**src/rtl/multicycle_controller_pkg.sv**
```systemverilog
// -----------------------------------------------------------------------------
// multicycle_controller_pkg
//   Shared definitions for the multicycle RISC-V controller:
//     - FSM state encodings (15 states, fits a 4-bit register)
//     - opcode constants shared with the pipelined decoder
//     - mux-select / ALU-operation / immediate-format codes
//     - a packed bundle of every datapath control signal
//   Optional feature macro used by the importing files: ILLEGAL_TRAP_EN.
// -----------------------------------------------------------------------------
package multicycle_controller_pkg;

    localparam int CTRL_STATE_W = 4;

    typedef enum logic [CTRL_STATE_W-1:0] {
        ST_FETCH   = 4'd0,
        ST_DECODE  = 4'd1,
        ST_EX_R    = 4'd2,
        ST_EX_I    = 4'd3,
        ST_ALU_WB  = 4'd4,
        ST_MEM_ADR = 4'd5,
        ST_MEM_RD  = 4'd6,
        ST_MEM_WB  = 4'd7,
        ST_MEM_WR  = 4'd8,
        ST_BRANCH  = 4'd9,
        ST_JAL     = 4'd10,
        ST_JALR    = 4'd11,
        ST_LINK    = 4'd12,
        ST_LUI     = 4'd13,
        ST_HALT    = 4'd14
    } state_t;

    // Opcodes (identical to the pipelined decoder)
    localparam logic [6:0] OPC_R    = 7'b0110011;
    localparam logic [6:0] OPC_I    = 7'b0010011;
    localparam logic [6:0] OPC_LW   = 7'b0000011;
    localparam logic [6:0] OPC_SW   = 7'b0100011;
    localparam logic [6:0] OPC_B    = 7'b1100011;
    localparam logic [6:0] OPC_JAL  = 7'b1101111;
    localparam logic [6:0] OPC_JALR = 7'b1100111;
    localparam logic [6:0] OPC_LUI  = 7'b0110111;

    // Branch func3
    localparam logic [2:0] F3_BEQ = 3'b000;
    localparam logic [2:0] F3_BNE = 3'b001;
    localparam logic [2:0] F3_BLT = 3'b100;
    localparam logic [2:0] F3_BGE = 3'b101;

    // ResultSrc
    localparam logic [1:0] RES_ALUOUT    = 2'b00;
    localparam logic [1:0] RES_DATA      = 2'b01;
    localparam logic [1:0] RES_ALURESULT = 2'b10;
    localparam logic [1:0] RES_IMM       = 2'b11;

    // ALUSrcA
    localparam logic [1:0] SRCA_PC    = 2'b00;
    localparam logic [1:0] SRCA_OLDPC = 2'b01;
    localparam logic [1:0] SRCA_RS1   = 2'b10;

    // ALUSrcB
    localparam logic [1:0] SRCB_RS2  = 2'b00;
    localparam logic [1:0] SRCB_IMM  = 2'b01;
    localparam logic [1:0] SRCB_FOUR = 2'b10;

    // ALU_opc
    localparam logic [1:0] ALU_ADD  = 2'b00;
    localparam logic [1:0] ALU_SUB  = 2'b01;
    localparam logic [1:0] ALU_RDEC = 2'b10;
    localparam logic [1:0] ALU_IDEC = 2'b11;

    // ImmSrc
    localparam logic [2:0] IMM_I = 3'b000;
    localparam logic [2:0] IMM_S = 3'b001;
    localparam logic [2:0] IMM_B = 3'b010;
    localparam logic [2:0] IMM_J = 3'b011;
    localparam logic [2:0] IMM_U = 3'b100;

    // Every control output of the controller in one bundle
    typedef struct packed {
        logic       pc_write;
        logic       adr_src;
        logic       mem_write;
        logic       ir_write;
        logic       reg_write;
        logic [1:0] result_src;
        logic [1:0] alu_src_a;
        logic [1:0] alu_src_b;
        logic [1:0] alu_opc;
        logic [2:0] imm_src;
        logic       retire;
    } ctrl_t;

    function automatic logic is_known_opc(input logic [6:0] opc);
        return (opc == OPC_R)  || (opc == OPC_I)   || (opc == OPC_LW)   ||
               (opc == OPC_SW) || (opc == OPC_B)   || (opc == OPC_JAL)  ||
               (opc == OPC_JALR) || (opc == OPC_LUI);
    endfunction

endpackage

```
**src/rtl/multicycle_controller_branch_resolver.sv**
```systemverilog
// -----------------------------------------------------------------------------
// branch_resolver
//   Combinational branch decision from func3 and the ALU flags of rs1 - rs2.
//   Ports:
//     i_func3  in  3  branch func3
//     i_zero   in  1  ALU result == 0
//     i_neg    in  1  ALU result sign bit
//     o_taken  out 1  branch taken (0 for unsupported func3)
// -----------------------------------------------------------------------------
module branch_resolver
    import multicycle_controller_pkg::*;
(
    input  logic [2:0] i_func3,
    input  logic       i_zero,
    input  logic       i_neg,
    output logic       o_taken
);

    always_comb begin
        o_taken = 1'b0;
        unique case (i_func3)
            F3_BEQ:  o_taken = i_zero;
            F3_BNE:  o_taken = ~i_zero;
            F3_BLT:  o_taken = i_neg;
            F3_BGE:  o_taken = ~i_neg;
            default: o_taken = 1'b0;
        endcase
    end

endmodule

```
**src/rtl/multicycle_controller.sv**
```systemverilog
// -----------------------------------------------------------------------------
// multicycle_controller
//   Moore FSM sequencing the shared-ALU, single-memory multicycle RISC-V
//   datapath (R, I, LW, SW, B, JAL, JALR, LUI).
//   Optional macro ILLEGAL_TRAP_EN: unknown opcodes park the FSM in HALT and
//   raise `illegal`; without it they retire as a NOP.
//   Ports:
//     clk, rst           clock, synchronous active-high reset
//     opc, func3         instruction fields from IR
//     zero, neg          ALU flags
//     mem_ready          memory finishes the current access this cycle
//     PCWrite, AdrSrc, MemWrite, IRWrite, RegWrite   datapath strobes/selects
//     ResultSrc, ALUSrcA, ALUSrcB, ALU_opc, ImmSrc    datapath mux codes
//     retire             pulse in the last cycle of each instruction
//     illegal            (ILLEGAL_TRAP_EN only) HALT indicator
// -----------------------------------------------------------------------------
module multicycle_controller
    import multicycle_controller_pkg::*;
#(
    parameter int STATE_W = 4
) (
    input  logic       clk,
    input  logic       rst,
    input  logic [6:0] opc,
    input  logic [2:0] func3,
    input  logic       zero,
    input  logic       neg,
    input  logic       mem_ready,
    output logic       PCWrite,
    output logic       AdrSrc,
    output logic       MemWrite,
    output logic       IRWrite,
    output logic       RegWrite,
    output logic [1:0] ResultSrc,
    output logic [1:0] ALUSrcA,
    output logic [1:0] ALUSrcB,
    output logic [1:0] ALU_opc,
    output logic [2:0] ImmSrc,
    output logic       retire
`ifdef ILLEGAL_TRAP_EN
    ,
    output logic       illegal
`endif
);

    if (STATE_W != CTRL_STATE_W) begin : g_bad_state_w
        $error("STATE_W must equal the package state width");
    end

    state_t r_state;
    state_t w_next_state;
    ctrl_t  w_ctrl;
    ctrl_t  w_out;
    logic   w_taken;
`ifdef ILLEGAL_TRAP_EN
    logic   w_illegal;
`endif

    branch_resolver u_branch_resolver (
        .i_func3 (func3),
        .i_zero  (zero),
        .i_neg   (neg),
        .o_taken (w_taken)
    );

    // NOTE: state register uses non-blocking assignment so every flop samples
    // the pre-edge value; reset is synchronous, only the state needs it.
    always_ff @(posedge clk) begin
        if (rst) begin
            r_state <= ST_FETCH;
        end else begin
            r_state <= w_next_state;
        end
    end

    // NOTE: every signal written here gets a default first, so no path leaves
    // a signal unassigned and no latch can be inferred.
    always_comb begin
        w_ctrl       = '0;
        w_next_state = r_state;
`ifdef ILLEGAL_TRAP_EN
        w_illegal    = 1'b0;
`endif
        unique case (r_state)
            ST_FETCH: begin
                w_ctrl.adr_src    = 1'b0;
                w_ctrl.alu_src_a  = SRCA_PC;
                w_ctrl.alu_src_b  = SRCB_FOUR;
                w_ctrl.result_src = RES_ALURESULT;
                w_ctrl.ir_write   = mem_ready;
                w_ctrl.pc_write   = mem_ready;
                w_next_state      = mem_ready ? ST_DECODE : ST_FETCH;
            end
            ST_DECODE: begin
                // Speculatively computes OldPC + imm (branch / JAL target)
                w_ctrl.alu_src_a = SRCA_OLDPC;
                w_ctrl.alu_src_b = SRCB_IMM;
                w_ctrl.imm_src   = (opc == OPC_JAL) ? IMM_J : IMM_B;
                unique case (opc)
                    OPC_R:    w_next_state = ST_EX_R;
                    OPC_I:    w_next_state = ST_EX_I;
                    OPC_LW,
                    OPC_SW:   w_next_state = ST_MEM_ADR;
                    OPC_B:    w_next_state = ST_BRANCH;
                    OPC_JAL:  w_next_state = ST_JAL;
                    OPC_JALR: w_next_state = ST_JALR;
                    OPC_LUI:  w_next_state = ST_LUI;
                    default: begin
`ifdef ILLEGAL_TRAP_EN
                        w_next_state = ST_HALT;
`else
                        // Unknown opcode executes as a NOP
                        w_ctrl.retire = 1'b1;
                        w_next_state  = ST_FETCH;
`endif
                    end
                endcase
            end
            ST_EX_R: begin
                w_ctrl.alu_src_a = SRCA_RS1;
                w_ctrl.alu_src_b = SRCB_RS2;
                w_ctrl.alu_opc   = ALU_RDEC;
                w_next_state     = ST_ALU_WB;
            end
            ST_EX_I: begin
                w_ctrl.alu_src_a = SRCA_RS1;
                w_ctrl.alu_src_b = SRCB_IMM;
                w_ctrl.imm_src   = IMM_I;
                w_ctrl.alu_opc   = ALU_IDEC;
                w_next_state     = ST_ALU_WB;
            end
            ST_ALU_WB: begin
                w_ctrl.result_src = RES_ALUOUT;
                w_ctrl.reg_write  = 1'b1;
                w_ctrl.retire     = 1'b1;
                w_next_state      = ST_FETCH;
            end
            ST_MEM_ADR: begin
                w_ctrl.alu_src_a = SRCA_RS1;
                w_ctrl.alu_src_b = SRCB_IMM;
                w_ctrl.imm_src   = (opc == OPC_SW) ? IMM_S : IMM_I;
                w_next_state     = (opc == OPC_SW) ? ST_MEM_WR : ST_MEM_RD;
            end
            ST_MEM_RD: begin
                w_ctrl.adr_src = 1'b1;
                w_next_state   = mem_ready ? ST_MEM_WB : ST_MEM_RD;
            end
            ST_MEM_WB: begin
                w_ctrl.result_src = RES_DATA;
                w_ctrl.reg_write  = 1'b1;
                w_ctrl.retire     = 1'b1;
                w_next_state      = ST_FETCH;
            end
            ST_MEM_WR: begin
                // Write strobe held for the whole access, ready cycle included
                w_ctrl.adr_src   = 1'b1;
                w_ctrl.mem_write = 1'b1;
                w_ctrl.retire    = mem_ready;
                w_next_state     = mem_ready ? ST_FETCH : ST_MEM_WR;
            end
            ST_BRANCH: begin
                // ALUOut still holds the target from DECODE; the ALU compares
                w_ctrl.alu_src_a  = SRCA_RS1;
                w_ctrl.alu_src_b  = SRCB_RS2;
                w_ctrl.alu_opc    = ALU_SUB;
                w_ctrl.result_src = RES_ALUOUT;
                w_ctrl.pc_write   = w_taken;
                w_ctrl.retire     = 1'b1;
                w_next_state      = ST_FETCH;
            end
            ST_JAL: begin
                // PC <= target in ALUOut while the ALU forms the link address
                w_ctrl.result_src = RES_ALUOUT;
                w_ctrl.pc_write   = 1'b1;
                w_ctrl.alu_src_a  = SRCA_OLDPC;
                w_ctrl.alu_src_b  = SRCB_FOUR;
                w_next_state      = ST_ALU_WB;
            end
            ST_JALR: begin
                w_ctrl.alu_src_a  = SRCA_RS1;
                w_ctrl.alu_src_b  = SRCB_IMM;
                w_ctrl.imm_src    = IMM_I;
                w_ctrl.result_src = RES_ALURESULT;
                w_ctrl.pc_write   = 1'b1;
                w_next_state      = ST_LINK;
            end
            ST_LINK: begin
                w_ctrl.alu_src_a = SRCA_OLDPC;
                w_ctrl.alu_src_b = SRCB_FOUR;
                w_next_state     = ST_ALU_WB;
            end
            ST_LUI: begin
                w_ctrl.imm_src    = IMM_U;
                w_ctrl.result_src = RES_IMM;
                w_ctrl.reg_write  = 1'b1;
                w_ctrl.retire     = 1'b1;
                w_next_state      = ST_FETCH;
            end
`ifdef ILLEGAL_TRAP_EN
            ST_HALT: begin
                w_illegal    = 1'b1;
                w_next_state = ST_HALT;
            end
`endif
            default: begin
                w_next_state = ST_FETCH;
            end
        endcase
    end

    // Reset kills every strobe in the same cycle so an aborted instruction
    // leaves no architectural trace.
    always_comb begin
        w_out = w_ctrl;
        if (rst) begin
            w_out.pc_write  = 1'b0;
            w_out.mem_write = 1'b0;
            w_out.ir_write  = 1'b0;
            w_out.reg_write = 1'b0;
            w_out.retire    = 1'b0;
        end
    end

    assign PCWrite   = w_out.pc_write;
    assign AdrSrc    = w_out.adr_src;
    assign MemWrite  = w_out.mem_write;
    assign IRWrite   = w_out.ir_write;
    assign RegWrite  = w_out.reg_write;
    assign ResultSrc = w_out.result_src;
    assign ALUSrcA   = w_out.alu_src_a;
    assign ALUSrcB   = w_out.alu_src_b;
    assign ALU_opc   = w_out.alu_opc;
    assign ImmSrc    = w_out.imm_src;
    assign retire    = w_out.retire;
`ifdef ILLEGAL_TRAP_EN
    assign illegal   = w_illegal;
`endif

endmodule

```
**config.mk**
```make
export PLATFORM = sky130hd
export DESIGN_NAME = multicycle_controller
export DESIGN_NICKNAME = d
export VERILOG_FILES = /design/src/rtl/multicycle_controller_pkg.sv /design/src/rtl/multicycle_controller_branch_resolver.sv /design/src/rtl/multicycle_controller.sv
export SDC_FILE = /design/constraint.sdc
export NUM_CORES = 1
export LEC_CHECK = 0
export CORE_MARGIN = 2
export CORE_UTILIZATION = 45
export CTS_BUF_LIST = sky130_fd_sc_hd__clkbuf_8
export DETAILED_ROUTE_END_ITERATION = 16
export DONT_BUFFER_PORTS = 1
export PLACE_DENSITY_LB_ADDON = 0.3
export SYNTH_ARGS = -nofsm -noshare
export SYNTH_HDL_FRONTEND = slang
export SYNTH_SLANG_ARGS = --single-unit
```
**constraint.sdc**
```tcl
create_clock -name clk -period 2.3 [get_ports clk]
set_clock_uncertainty 0.05 [all_clocks]
set_input_delay 0.23 -clock clk [delete_from_list [all_inputs] [get_ports clk]]
set_output_delay 0.23 -clock clk [all_outputs]
set_load 0.005 [all_outputs]
```
==> run_results.csv <==
group,metric,value,unit
synth,synth_top_family_by_area,"simple AND/OR/NAND/NOR gates",
sta,slew_headroom,70.1,%
synth,synth_warnings,0,
synth,synthAdderAreaFrac,0,%
layout,drive_above_1_share,11.9,%
worst_setup_path,crit_arrival,1.68,ns
drt,drt-total-wl,1660,um
floorplanning,ios,32,
power,power.net_switching,69.3,uW
drt,viasPerCell,6.17,
clocking,cts_setup_buffers,0,
power,max-vdd-ir-drop,232,uV
synth,synth_compound_area_share,27.5,%
clocking,cts-resized-gates,0,
sta,post-route-period-util,85.1,%
floorplanning,die_h,43.3,um
layout,multiInputGateArea,553,um^2
grt,grt-busiest-layer,"met2",
grt,grtUsageMet2,30.4,%
synth,synth_area,696,um^2
drt,drc,0,
synth,synth-seq-cells,4,
clocking,clk_latency,0.22,ns
power,p_sw_share,25.1,%
synth,synthSimpleGateAreaFrac,43.9,%
grt,antenna_found_initial,0,
layout,regArea,80.1,um^2
floorplanning,die_w,43.3,um
worst_setup_path,end_kind,"output port",
worst_setup_path,required,2.02,ns
sta,post-route-min-period,1.96,ns
place,place_congestion,0.829,
synth,synth_area_leaders,"dfxtp_1 12%, a21oi_1 6.5%, nor2_1 6.5%, o21ai_0 5.0%, and3_1 4.5%",
synth,syn-num-nets,119,
power,p_comb_share,18.0,%
synth,synthArstFlopShare,0,%
worst_setup_path,worstPathMaxFanout,14,
worst_setup_path,critPathLaunchType,"flop",
clocking,cts_sinks,4,
clocking,root_buffer,"clkbuf_8",
drt,antenna_left,0,
grt,grt_use_met1,27.4,%
sta,fmax,511,MHz
worst_setup_path,criticalPathCategory,"flop to output port",
layout,finalNetCount,118,
power,p_clk_share,54.7,%
drt,vias,722,
drt,wl_per_cell,14.2,um
layout,largest_reg_flops,4,
layout,diodes,0,
status,status,"completed",
synth,yosys.area.top_type,"dfxtp_1",
sta,slew_violations,0,
grt,grt_pass1_wl,2900,um
power,p_per_area,380,nW/um^2
place,dp_hpwl,1250,um
synth,syn_inst,104,
clocking,cts_hold_buf,0,
layout,fillers,157,
min_path,hold_class,"input port to flop",
synth,seq_area_frac_synth,11.5,%
drt,drt_iter0_markers,21,
place,place_area,686,um^2
layout,reg.largest.list,"r_state x4",
grt,track_usage,20.2,%
grt,grt_pass1_vias,647,
floorplanning,die-area,1880,um^2
power,seqPwrFrac,27.3,%
grt,grt_remaining_overflow,0,
floorplanning,initial_core_util,47.3,%
power,p_total,276,uW
min_path,holdPathStages,2,
clocking,clk_path_buf_depth,2,
synth,netlist-cell-type-count,44,
layout,finalInstanceArea,727,um^2
clocking,cts_tree,"yes",
floorplanning,std_cell_rows,14,
floorplanning,coreArea,1470,um^2
synth,avgSynthCellArea,6.69,um^2
clocking,path_clk_slew,0.03,ns
flow_run,drv_cap,0,
synth,synth-edff-count,0,
worst_setup_path,r2r_cells,4,
clocking,cts-htree-levels,1,
power,p_int,207,uW
synth,synth-main-ff-cell,"dfxtp_1",
layout,area_growth,4.50,%
grt,grtUsageMet3,5.53,%
sta,setup_viol,0,
clocking,cts_made_buffers,3,
synth,synthXorXnorAreaFrac,5.04,%
power,p_leak,0.285,nW
place,numPortBuffers,0,
synth,yosysTopAreaCellShare,11.5,%
drt,first_pass_iters,4,
sta,rsz0062_at_grt,"no",
layout,largest-register,"r_state",
sta,final_hold_viol_count,0,
synth,synthMuxAreaShare,3.06,%
sta,tightestPinTransition,0.448,ns
sta,fin_tns_setup,0,ns
grt,grt_max_degree,15,
==> metal layers <==
layer	part of all wire, %	up-vias
li1	-	376
met1	45	320
met2	46	24
met3	8.0	2
met4	1.0	0
met5	0	-
==> logic make-up (layout without fill, tap and decap cells) <==
| family | Yosys count | count (layout) |
|---|---|---|
| AOI/OAI and AO/OA | 29 | 29 |
| xor gates and xnor gates | 4 | 4 |
| buffers and inverters | 12 | 9 |
| DFF | 4 | 4 |
| muxes | 2 | 2 |
| and+or+nand+nor | 53 | 53 |
==> critical path: stages (launching register included) <==
cell and delay [ns]:
dfxtp_1 0.43, or2_1 0.40, and2_1 0.18, o32a_1 0.28, o32ai_1 0.17
==> layout make-up <==
cell class | count | share of cell area [%]
inverter | 4 | 2.41
sequential | 4 | 11.0
clock buffer | 3 | 5.68
timing repair buffer | 2 | 2.07
tap | 16 | 2.75
multi-input combinational | 88 | 76.1
==> placed cells by master (no fill, tap or decap), drive strengths merged, types with 2 or more instances in the layout <==
cell type  instances
nor3b              2
nand4              3
nor2              12
o21ai              8
nor4               2
nor2b              3
nand2              8
buf                2
xor2               3
o21ba              2
nand2b             3
nand3              3
and3               5
inv                4
and2               3
clkbuf             3
o22ai              2
dfxtp              4
a21oi              9
nor3               2
==> power groups by stage <==
stage	clock network, mW	logic [mW]	registers, mW
6_report	0.151	0.0496	0.0754
5_1_grt	0.158	0.0573	0.0760
4_1_cts	0.154	0.0499	0.0754
3_5_place_dp	0	0.0496	0.0763
3_3_place_gp	0	0.0492	0.0764
2_1_floorplan	0	0.0488	0.0732
==> worst paths after layout <==
| path | start | end | slack (ns) |
|---|---|---|---|
| worst min register to register | r_state[1] | r_state[2] | 0.73 |
| worst max register to register | r_state[1] | r_state[3] | 0.60 |
| worst max-delay path | r_state[1] | retire | 0.34 |
| worst min-delay path | mem_ready | r_state[0] | 0.17 |
==> Yosys cell counts, types with 2 or more instances <==
cell type,instances
buf_2,3
nor2_1,12
nand3_1,3
nor3b_1,2
a21oi_1,9
nor3_1,2
clkbuf_1,3
o21ai_0,7
nand4_1,3
inv_1,2
nor2b_1,3
nor4_1,2
nand2b_1,3
dfxtp_1,4
nand2_1,8
xor2_1,3
o22ai_1,2
and2_1,3
and3_1,5
==> stage by stage <==
| stage | hold WS (ns) | worst slack [ns] | util [%] | instances |
|---|---|---|---|---|
| 6_report | 0.173 | 0.342 | 49.4 | 117 |
| 3_3_place_gp | 0.399 | 0.581 | 46.6 | 114 |
| 3_5_place_dp | 0.406 | 0.564 | 46.6 | 114 |
| 2_1_floorplan | 0.354 | 0.736 | - | 104 |
| 5_1_grt | 0.169 | 0.207 | 49.4 | 117 |
| 4_1_cts | 0.175 | 0.331 | 49.4 | 117 |
(Power assumes the default switching activity.)
